<file path="config.mk">
export PLATFORM = sky130hd
export DESIGN_NAME = arb_grant_monitor
export DESIGN_NICKNAME = d
export VERILOG_FILES = /design/src/rtl/arb_grant_monitor.sv
export SDC_FILE = /design/constraint.sdc
export NUM_CORES = 1
export LEC_CHECK = 0
export ABC_CLOCK_PERIOD_IN_PS = 6000
export CAP_MARGIN = 40
export CELL_PAD_IN_SITES_DETAIL_PLACEMENT = 1
export CELL_PAD_IN_SITES_GLOBAL_PLACEMENT = 2
export CORE_MARGIN = 3
export CORE_UTILIZATION = 40
export DETAILED_ROUTE_END_ITERATION = 8
export PLACE_DENSITY = 0.91
export RECOVER_POWER = 50
export SLEW_MARGIN = 15
export SYNTH_ARGS = -nofsm -noshare
export SYNTH_HDL_FRONTEND = slang
export SYNTH_SLANG_ARGS = --single-unit
</file>
<file path="constraint.sdc">
create_clock -name PCLK -period 6 [get_ports PCLK]
set_input_delay 0.6 -clock PCLK [delete_from_list [all_inputs] [get_ports PCLK]]
set_output_delay 0.6 -clock PCLK [all_outputs]
set_load 0.1 [all_outputs]
</file>
<file path="src/rtl/arb_grant_monitor.sv">
// arb_grant_monitor: passive monitor beside the multi-mode arbiter; counts grants, tracks worst-case
// wait, flags starvation and grant-protocol errors, APB readable. Define ARB_MON_IRQ_EN for IRQ/IRQ_MASK.
module arb_grant_monitor #(
  parameter int         N_REQ            = 4,
  parameter logic [7:0] STARVE_LIMIT_RST = 8'd16
) (
  input  logic             PCLK,
  input  logic             PRESETn,
  input  logic [7:0]       PADDR,
  input  logic             PSEL,
  input  logic             PENABLE,
  input  logic             PWRITE,
  input  logic [7:0]       PWDATA,
  output logic [7:0]       PRDATA,
  output logic             PREADY,
  input  logic [N_REQ-1:0] REQ,
  input  logic [N_REQ-1:0] GNT,
  output logic [N_REQ-1:0] STARVE,
  output logic             IRQ
);

  localparam logic [7:0] ADDR_CTRL     = 8'h00;
  localparam logic [7:0] ADDR_LIMIT    = 8'h04;
  localparam logic [7:0] ADDR_STATUS   = 8'h08;
  localparam logic [7:0] ADDR_IRQ_MASK = 8'h0C;
  localparam logic [7:0] ADDR_GNT_CNT  = 8'h10;
  localparam logic [7:0] ADDR_MAX_WAIT = 8'h20;
  localparam logic [N_REQ-1:0] ONE_HOT0 = 1;

  logic             en;
  logic [7:0]       starve_limit;
  logic [N_REQ-1:0] starve_flags;
  logic             multi_err;
  logic             spur_err;
  logic [7:0]       status_byte;
  logic [7:0]       rdata;

  logic [7:0]       wait_cnt  [N_REQ];
  logic [7:0]       wait_next [N_REQ];
  logic [7:0]       max_wait  [N_REQ];
  logic [7:0]       gnt_cnt   [N_REQ];
  logic [N_REQ-1:0] gnt_prev;

  logic             wr_en;
  logic             wr_ctrl;
  logic             wr_limit;
  logic             wr_status;
  logic             clr;
  logic [N_REQ-1:0] wait_inc;
  logic [N_REQ-1:0] gnt_edge;
  logic [N_REQ-1:0] starve_set;
  logic [N_REQ-1:0] starve_w1c;
  logic             multi_set;
  logic             spur_set;

`ifdef ARB_MON_IRQ_EN
  logic [5:0] irq_mask;
  logic       irq_q;
  logic       wr_irq_mask;
`endif

  assign PREADY    = 1'b1;
  assign wr_en     = PSEL & PENABLE & PWRITE;
  assign wr_ctrl   = wr_en && (PADDR == ADDR_CTRL);
  assign wr_limit  = wr_en && (PADDR == ADDR_LIMIT);
  assign wr_status = wr_en && (PADDR == ADDR_STATUS);
  // CLR is never stored; it acts only on the edge that commits the write.
  assign clr       = wr_ctrl & PWDATA[1];

  assign multi_set = en & (|(GNT & (GNT - ONE_HOT0)));
  assign spur_set  = en & (|(GNT & ~REQ));

  always_comb begin
    for (int i = 0; i < N_REQ; i++) begin
      wait_inc[i]   = en & REQ[i] & ~GNT[i];
      wait_next[i]  = (wait_cnt[i] == 8'hFF) ? 8'hFF : wait_cnt[i] + 8'd1;
      gnt_edge[i]   = en & GNT[i] & ~gnt_prev[i];
      // Fires only on the step that lands exactly on the limit, so a saturated counter sets it once.
      starve_set[i] = wait_inc[i] && (starve_limit != 8'h00) &&
                      (wait_next[i] == starve_limit) && (wait_cnt[i] != starve_limit);
      starve_w1c[i] = wr_status & PWDATA[i];
    end
  end

  always_ff @(posedge PCLK or negedge PRESETn) begin
    if (!PRESETn) begin
      en           <= 1'b1;
      starve_limit <= STARVE_LIMIT_RST;
    end else begin
      if (wr_ctrl) en <= PWDATA[0];
      if (wr_limit) starve_limit <= PWDATA;
    end
  end

  // Hardware set is OR-ed in after the W1C mask so a coincident set survives the clear.
  always_ff @(posedge PCLK or negedge PRESETn) begin
    if (!PRESETn) begin
      starve_flags <= '0;
      multi_err    <= 1'b0;
      spur_err     <= 1'b0;
    end else if (clr) begin
      starve_flags <= '0;
      multi_err    <= 1'b0;
      spur_err     <= 1'b0;
    end else begin
      starve_flags <= (starve_flags & ~starve_w1c) | starve_set;
      multi_err    <= (multi_err & ~(wr_status & PWDATA[4])) | multi_set;
      spur_err     <= (spur_err  & ~(wr_status & PWDATA[5])) | spur_set;
    end
  end

  always_ff @(posedge PCLK or negedge PRESETn) begin
    if (!PRESETn) begin
      for (int i = 0; i < N_REQ; i++) begin
        wait_cnt[i] <= 8'h00;
        max_wait[i] <= 8'h00;
        gnt_cnt[i]  <= 8'h00;
      end
    end else begin
      for (int i = 0; i < N_REQ; i++) begin
        if (clr) begin
          wait_cnt[i] <= 8'h00;
          max_wait[i] <= 8'h00;
          gnt_cnt[i]  <= 8'h00;
        end else begin
          wait_cnt[i] <= wait_inc[i] ? wait_next[i] : 8'h00;
          if (wait_inc[i] && (wait_next[i] > max_wait[i])) max_wait[i] <= wait_next[i];
          if (gnt_edge[i] && (gnt_cnt[i] != 8'hFF)) gnt_cnt[i] <= gnt_cnt[i] + 8'd1;
        end
      end
    end
  end

  // Tracks GNT regardless of EN or CLR so re-enabling never sees a stale edge.
  always_ff @(posedge PCLK or negedge PRESETn) begin
    if (!PRESETn) gnt_prev <= '0;
    else          gnt_prev <= GNT;
  end

  always_comb begin
    status_byte = 8'h00;
    for (int i = 0; i < N_REQ; i++) status_byte[i] = starve_flags[i];
    status_byte[4] = multi_err;
    status_byte[5] = spur_err;
  end

  always_comb begin
    rdata = 8'h00;
    if (PSEL && !PWRITE) begin
      case (PADDR)
        ADDR_CTRL:     rdata = {7'b0000000, en};
        ADDR_LIMIT:    rdata = starve_limit;
        ADDR_STATUS:   rdata = status_byte;
`ifdef ARB_MON_IRQ_EN
        ADDR_IRQ_MASK: rdata = {2'b00, irq_mask};
`endif
        default:       rdata = 8'h00;
      endcase
      for (int i = 0; i < N_REQ; i++) begin
        if (PADDR == 8'(ADDR_GNT_CNT + i))  rdata = gnt_cnt[i];
        if (PADDR == 8'(ADDR_MAX_WAIT + i)) rdata = max_wait[i];
      end
    end
  end

  assign PRDATA = rdata;
  assign STARVE = starve_flags;

`ifdef ARB_MON_IRQ_EN
  assign wr_irq_mask = wr_en && (PADDR == ADDR_IRQ_MASK);

  always_ff @(posedge PCLK or negedge PRESETn) begin
    if (!PRESETn) begin
      irq_mask <= 6'h00;
      irq_q    <= 1'b0;
    end else begin
      if (wr_irq_mask) irq_mask <= PWDATA[5:0];
      irq_q <= |(status_byte[5:0] & irq_mask);
    end
  end

  assign IRQ = irq_q;
`else
  assign IRQ = 1'b0;
`endif

endmodule

</file>
==> impl_metrics.env <==
export IMPL_hp_class="flip-flop to flip-flop"
export IMPL_skew_ns=0.00580
export IMPL_criticalPathCategory="input port to primary output"
export IMPL_yosysSeqAreaShare_pct=34.9
export IMPL_die_x_um=150
export IMPL_synthCells=971
export IMPL_cts_buffers=17
export IMPL_synth_top_family_by_area="simple AND/OR/NAND/NOR gates"
export IMPL_path_max_fanout=20
export IMPL_grt_total_usage_pct=25.3
export IMPL_syn_nets=1040
export IMPL_grt_pass1_wl_um=43800
export IMPL_seqPwrFrac_pct=41.5
export IMPL_diodes=0
export IMPL_path_clk_slew_ns=0.06
export IMPL_wl_per_cell_um=21.6
export IMPL_drtIter0Drc=502
export IMPL_power_switching_mw=0.464
export IMPL_vias_per_cell=5.87
export IMPL_globalRoute_busiestLayer="met2"
export IMPL_ctsHoldBuffers=0
export IMPL_fin_nets=1062
export IMPL_initial_utilization_pct=41.6
export IMPL_end_kind="primary output"
export IMPL_p_leak_nw=4.05
export IMPL_placed_area_um2=9010
export IMPL_stdcell_area_um2=9550
export IMPL_r2r_start="wait_cnt[8]"
export IMPL_ys_flop_type="dfrtp_1"
export IMPL_cts_resized=0
export IMPL_worstReg2RegEnd="max_wait[12]"
export IMPL_rsz0062_at_grt="false"
export IMPL_hold_start="max_wait[18]"
export IMPL_internal_power_mw=1.47
export IMPL_synth_compound_area_share_pct=14.7
export IMPL_clk_path_buf_depth=2
export IMPL_rows=51
export IMPL_wl_um=27400
export IMPL_num_io_pins=43
export IMPL_grt_use_met2_pct=43.2
export IMPL_grt_max_degree=59
export IMPL_grt_overflow_total=0
export IMPL_synth_adder_area_share_pct=6.18
export IMPL_async_flop_share_pct=100
export IMPL_avgSynthCellArea_um2=8.51
export IMPL_synth_area_leaders="dfrtp_1 (34%), nand2_1 (6.3%), ha_1 (6.1%)"
export IMPL_status="finished, violations left"
export IMPL_synthXorXnorAreaFrac_pct=9.27
export IMPL_grt_pass1_vias=7948
export IMPL_worst_r2r_setup_slack_ns=2.80
export IMPL_slowest_delay_ns=0.88
export IMPL_die_area_um2=22400
export IMPL_drv_slew=108
export IMPL_cts_sinks=115
export IMPL_min_period_ns=4.29
export IMPL_postCtsSetupBuffers=0
export IMPL_use_met1_pct=31.7
export IMPL_failed_checks="max-capacitance violations, max-slew violations"
export IMPL_p_clk_share_pct=52.7
export IMPL_yosysTopAreaCell="dfrtp_1"
export IMPL_hold_violations=0
export IMPL_p_per_area_nw_per_um2=203
export IMPL_timing_slew_headroom_pct=-81.3
export IMPL_setup_violations=0
export IMPL_core_area_um2=19800
export IMPL_tightestPinTransition_ns=2.72
export IMPL_irDropWorstVdd_mv=0.174
export IMPL_clk_latency_ns=0.42
export IMPL_holdPathEnd="max_wait[18]"
export IMPL_drive_gt1_share_pct=8.55
export IMPL_cts_max_level=4
export IMPL_antenna_left=0
export IMPL_vias=7456
export IMPL_dp_final_hpwl_um=19900
export IMPL_drc_errors=0
export IMPL_period_share_pct=71.5
export IMPL_yosysTopAreaCellShare_pct=34.2
export IMPL_worstPathRequired_ns=5.40
export IMPL_cpMaxStageDelayCell="or4b_1"
export IMPL_syn_to_final_growth_pct=15.5
export IMPL_routabilityCongestion=0.895
export IMPL_cts_tree="built"
export IMPL_comb_power_share_pct=5.8
export IMPL_rr_worst_depth=11
export IMPL_cp_start_kind="input port"
export IMPL_synth_mux_area_share_pct=5.98
export IMPL_ys_ff_latch=115
export IMPL_fmax_mhz=233
export IMPL_cp_cell_sequence="clkdlybuf4s50_1 > or4b_1 > nor2_1 > a222oi_1 > a31oi_1 > clkdlybuf4s50_1 > buf_8"
export IMPL_firstDrtPassIters=5
export IMPL_yosys_warnings=0
export IMPL_die_h_um=150
export IMPL_io_buffers=40
export IMPL_synth_cell_types=68
export IMPL_crit_arrival_ns=3.69
export IMPL_critPathMostFrequentCell="clkdlybuf4s50_1"
export IMPL_maxCapViolations=2
export IMPL_fin_util_pct=48.1
export IMPL_synth_edf_count=0
export IMPL_p_sw_share_pct=24.0
export IMPL_root_buffer="clkbuf_16"
export IMPL_tns_ns=0
export IMPL_antenna_found_initial=0
export IMPL_use_met3_pct=4.69
export IMPL_synth_area_um2=8260
export IMPL_synth_simple_area_share_pct=23.7
export IMPL_worstHoldPathCells=2
## layout make-up
| class | instances | area (um^2) |
|---|---|---|
| fillers | 2363 | 10300 |
| inverters | 45 | 169 |
| clock inverters | 9 | 104 |
| well taps | 265 | 332 |
| flip-flops and latches | 115 | 2880 |
| clock buffers | 23 | 478 |
| multi-input cells | 750 | 4940 |
| repair buffers | 64 | 641 |
## layer usage
metal / vias up / part of all wire [%]
li1: 3476 / -
met1: 3790 / 43
met2: 143 / 50
met3: 47 / 4.0
met4: 0 / 3.1
met5: - / 0
## layout by cell type, fill, tap and decap left out, types with 9 or more instances in the layout
master           Yosys  final
xnor2_1             36     36
dfrtp_1            113    113
nand2_1            139    139
and2_1               9      9
ha_1                40     40
a31oi_1             19     19
nand3_1             26     26
clkbuf_16            0     17
nor2b_1             25     25
mux2_2              11     11
nor3_1              12     12
nor2_1              71     71
nand4_1             28     28
inv_1               45     45
buf_8                0      9
o211ai_1             9      9
mux2i_1             37     37
o21ai_0             36     36
a21oi_1             45     45
clkdlybuf4s50_1      0     33
and3_1              25     25
a22oi_1             12     12
xor2_1              47     47
buf_4                3     11
nand2b_1             9      9
o22ai_1             11     11
## flip-flops by register name (all words and copies together), names as in the netlist
| name | cells |
|---|---|
| gnt_prev | 4 |
| multi_err | 1 |
| en | 1 |
| gnt_cnt | 32 |
| wait_cnt | 32 |
| STARVE | 4 |
| spur_err | 1 |
| max_wait | 32 |
| starve_limit | 8 |
## cells in the mapped netlist (all sizes together), types with 3 or more instances
master / instances
a21oi: 45
nor4b: 4
nor3b: 4
nor2: 71
clkbuf: 31
xor2: 48
nand3: 27
or2: 7
nor3: 13
nor2b: 25
dfrtp: 113
a32o: 5
xnor2: 36
o22ai: 11
mux2: 11
mux2i: 37
a222oi: 6
o21a: 8
or4: 3
and3: 26
a31oi: 19
o211ai: 9
nand2: 139
o31ai: 5
o21ai: 37
a22oi: 12
nand4: 28
buf: 30
nor4: 6
inv: 45
o32ai: 4
nand3b: 8
o221a: 4
ha: 40
and2: 9
and4: 6
o2111ai: 3
nand2b: 9
## worst max-delay path: cells and delay by family
kind	cells	cell delay, ns
AO/OA/AOI/OAI	2	0.43
buffers and inverters	3	1.26
AND/OR/NAND/NOR	2	1.37
## kinds of logic (layout without fill, tap and decap cells)
kind of cell	Yosys count	after routing
AND/OR/NAND/NOR	390	390
AO/OA/AOI/OAI	184	184
flip-flops	115	115
buffers and inverters	106	141
XOR/XNOR	85	85
multiplexers	48	48
adder cells (fa/ha/maj)	41	41
other	2	2
## per-stage QoR
step	worst slack (ns)	power, mW	cells	hold slack, ns
final	1.71	1.94	1271	0.522
after detailed placement	1.72	0.932	1239	0.514
after global routing	1.18	2.00	1271	0.559
after global placement	1.24	0.926	1225	0.494
after floorplan	1.98	0.864	971	0.304
after CTS	1.74	1.96	1271	0.213
## worst max path at each step
stage	startpoint	end	slack, ns	depth (start not counted)
floorplan	PADDR[4]	PRDATA[1]	1.98	5
global placement	PADDR[4]	PRDATA[4]	1.24	6
detailed placement	PADDR[4]	PRDATA[5]	1.72	7
CTS	PADDR[4]	PRDATA[5]	1.74	7
global route	PRESETn	wait_cnt[4]	1.18	3
finish	PADDR[4]	PRDATA[4]	1.71	7
## power by group through the flow
stage	Combinational, mW	Clock, mW	Sequential [mW]
floorplan	0.0568	0	0.807
global placement	0.110	0	0.816
detailed placement	0.116	0	0.816
CTS	0.117	1.04	0.802
global route	0.124	1.07	0.803
finish	0.112	1.02	0.803
Power figures use the tool's default switching activity.
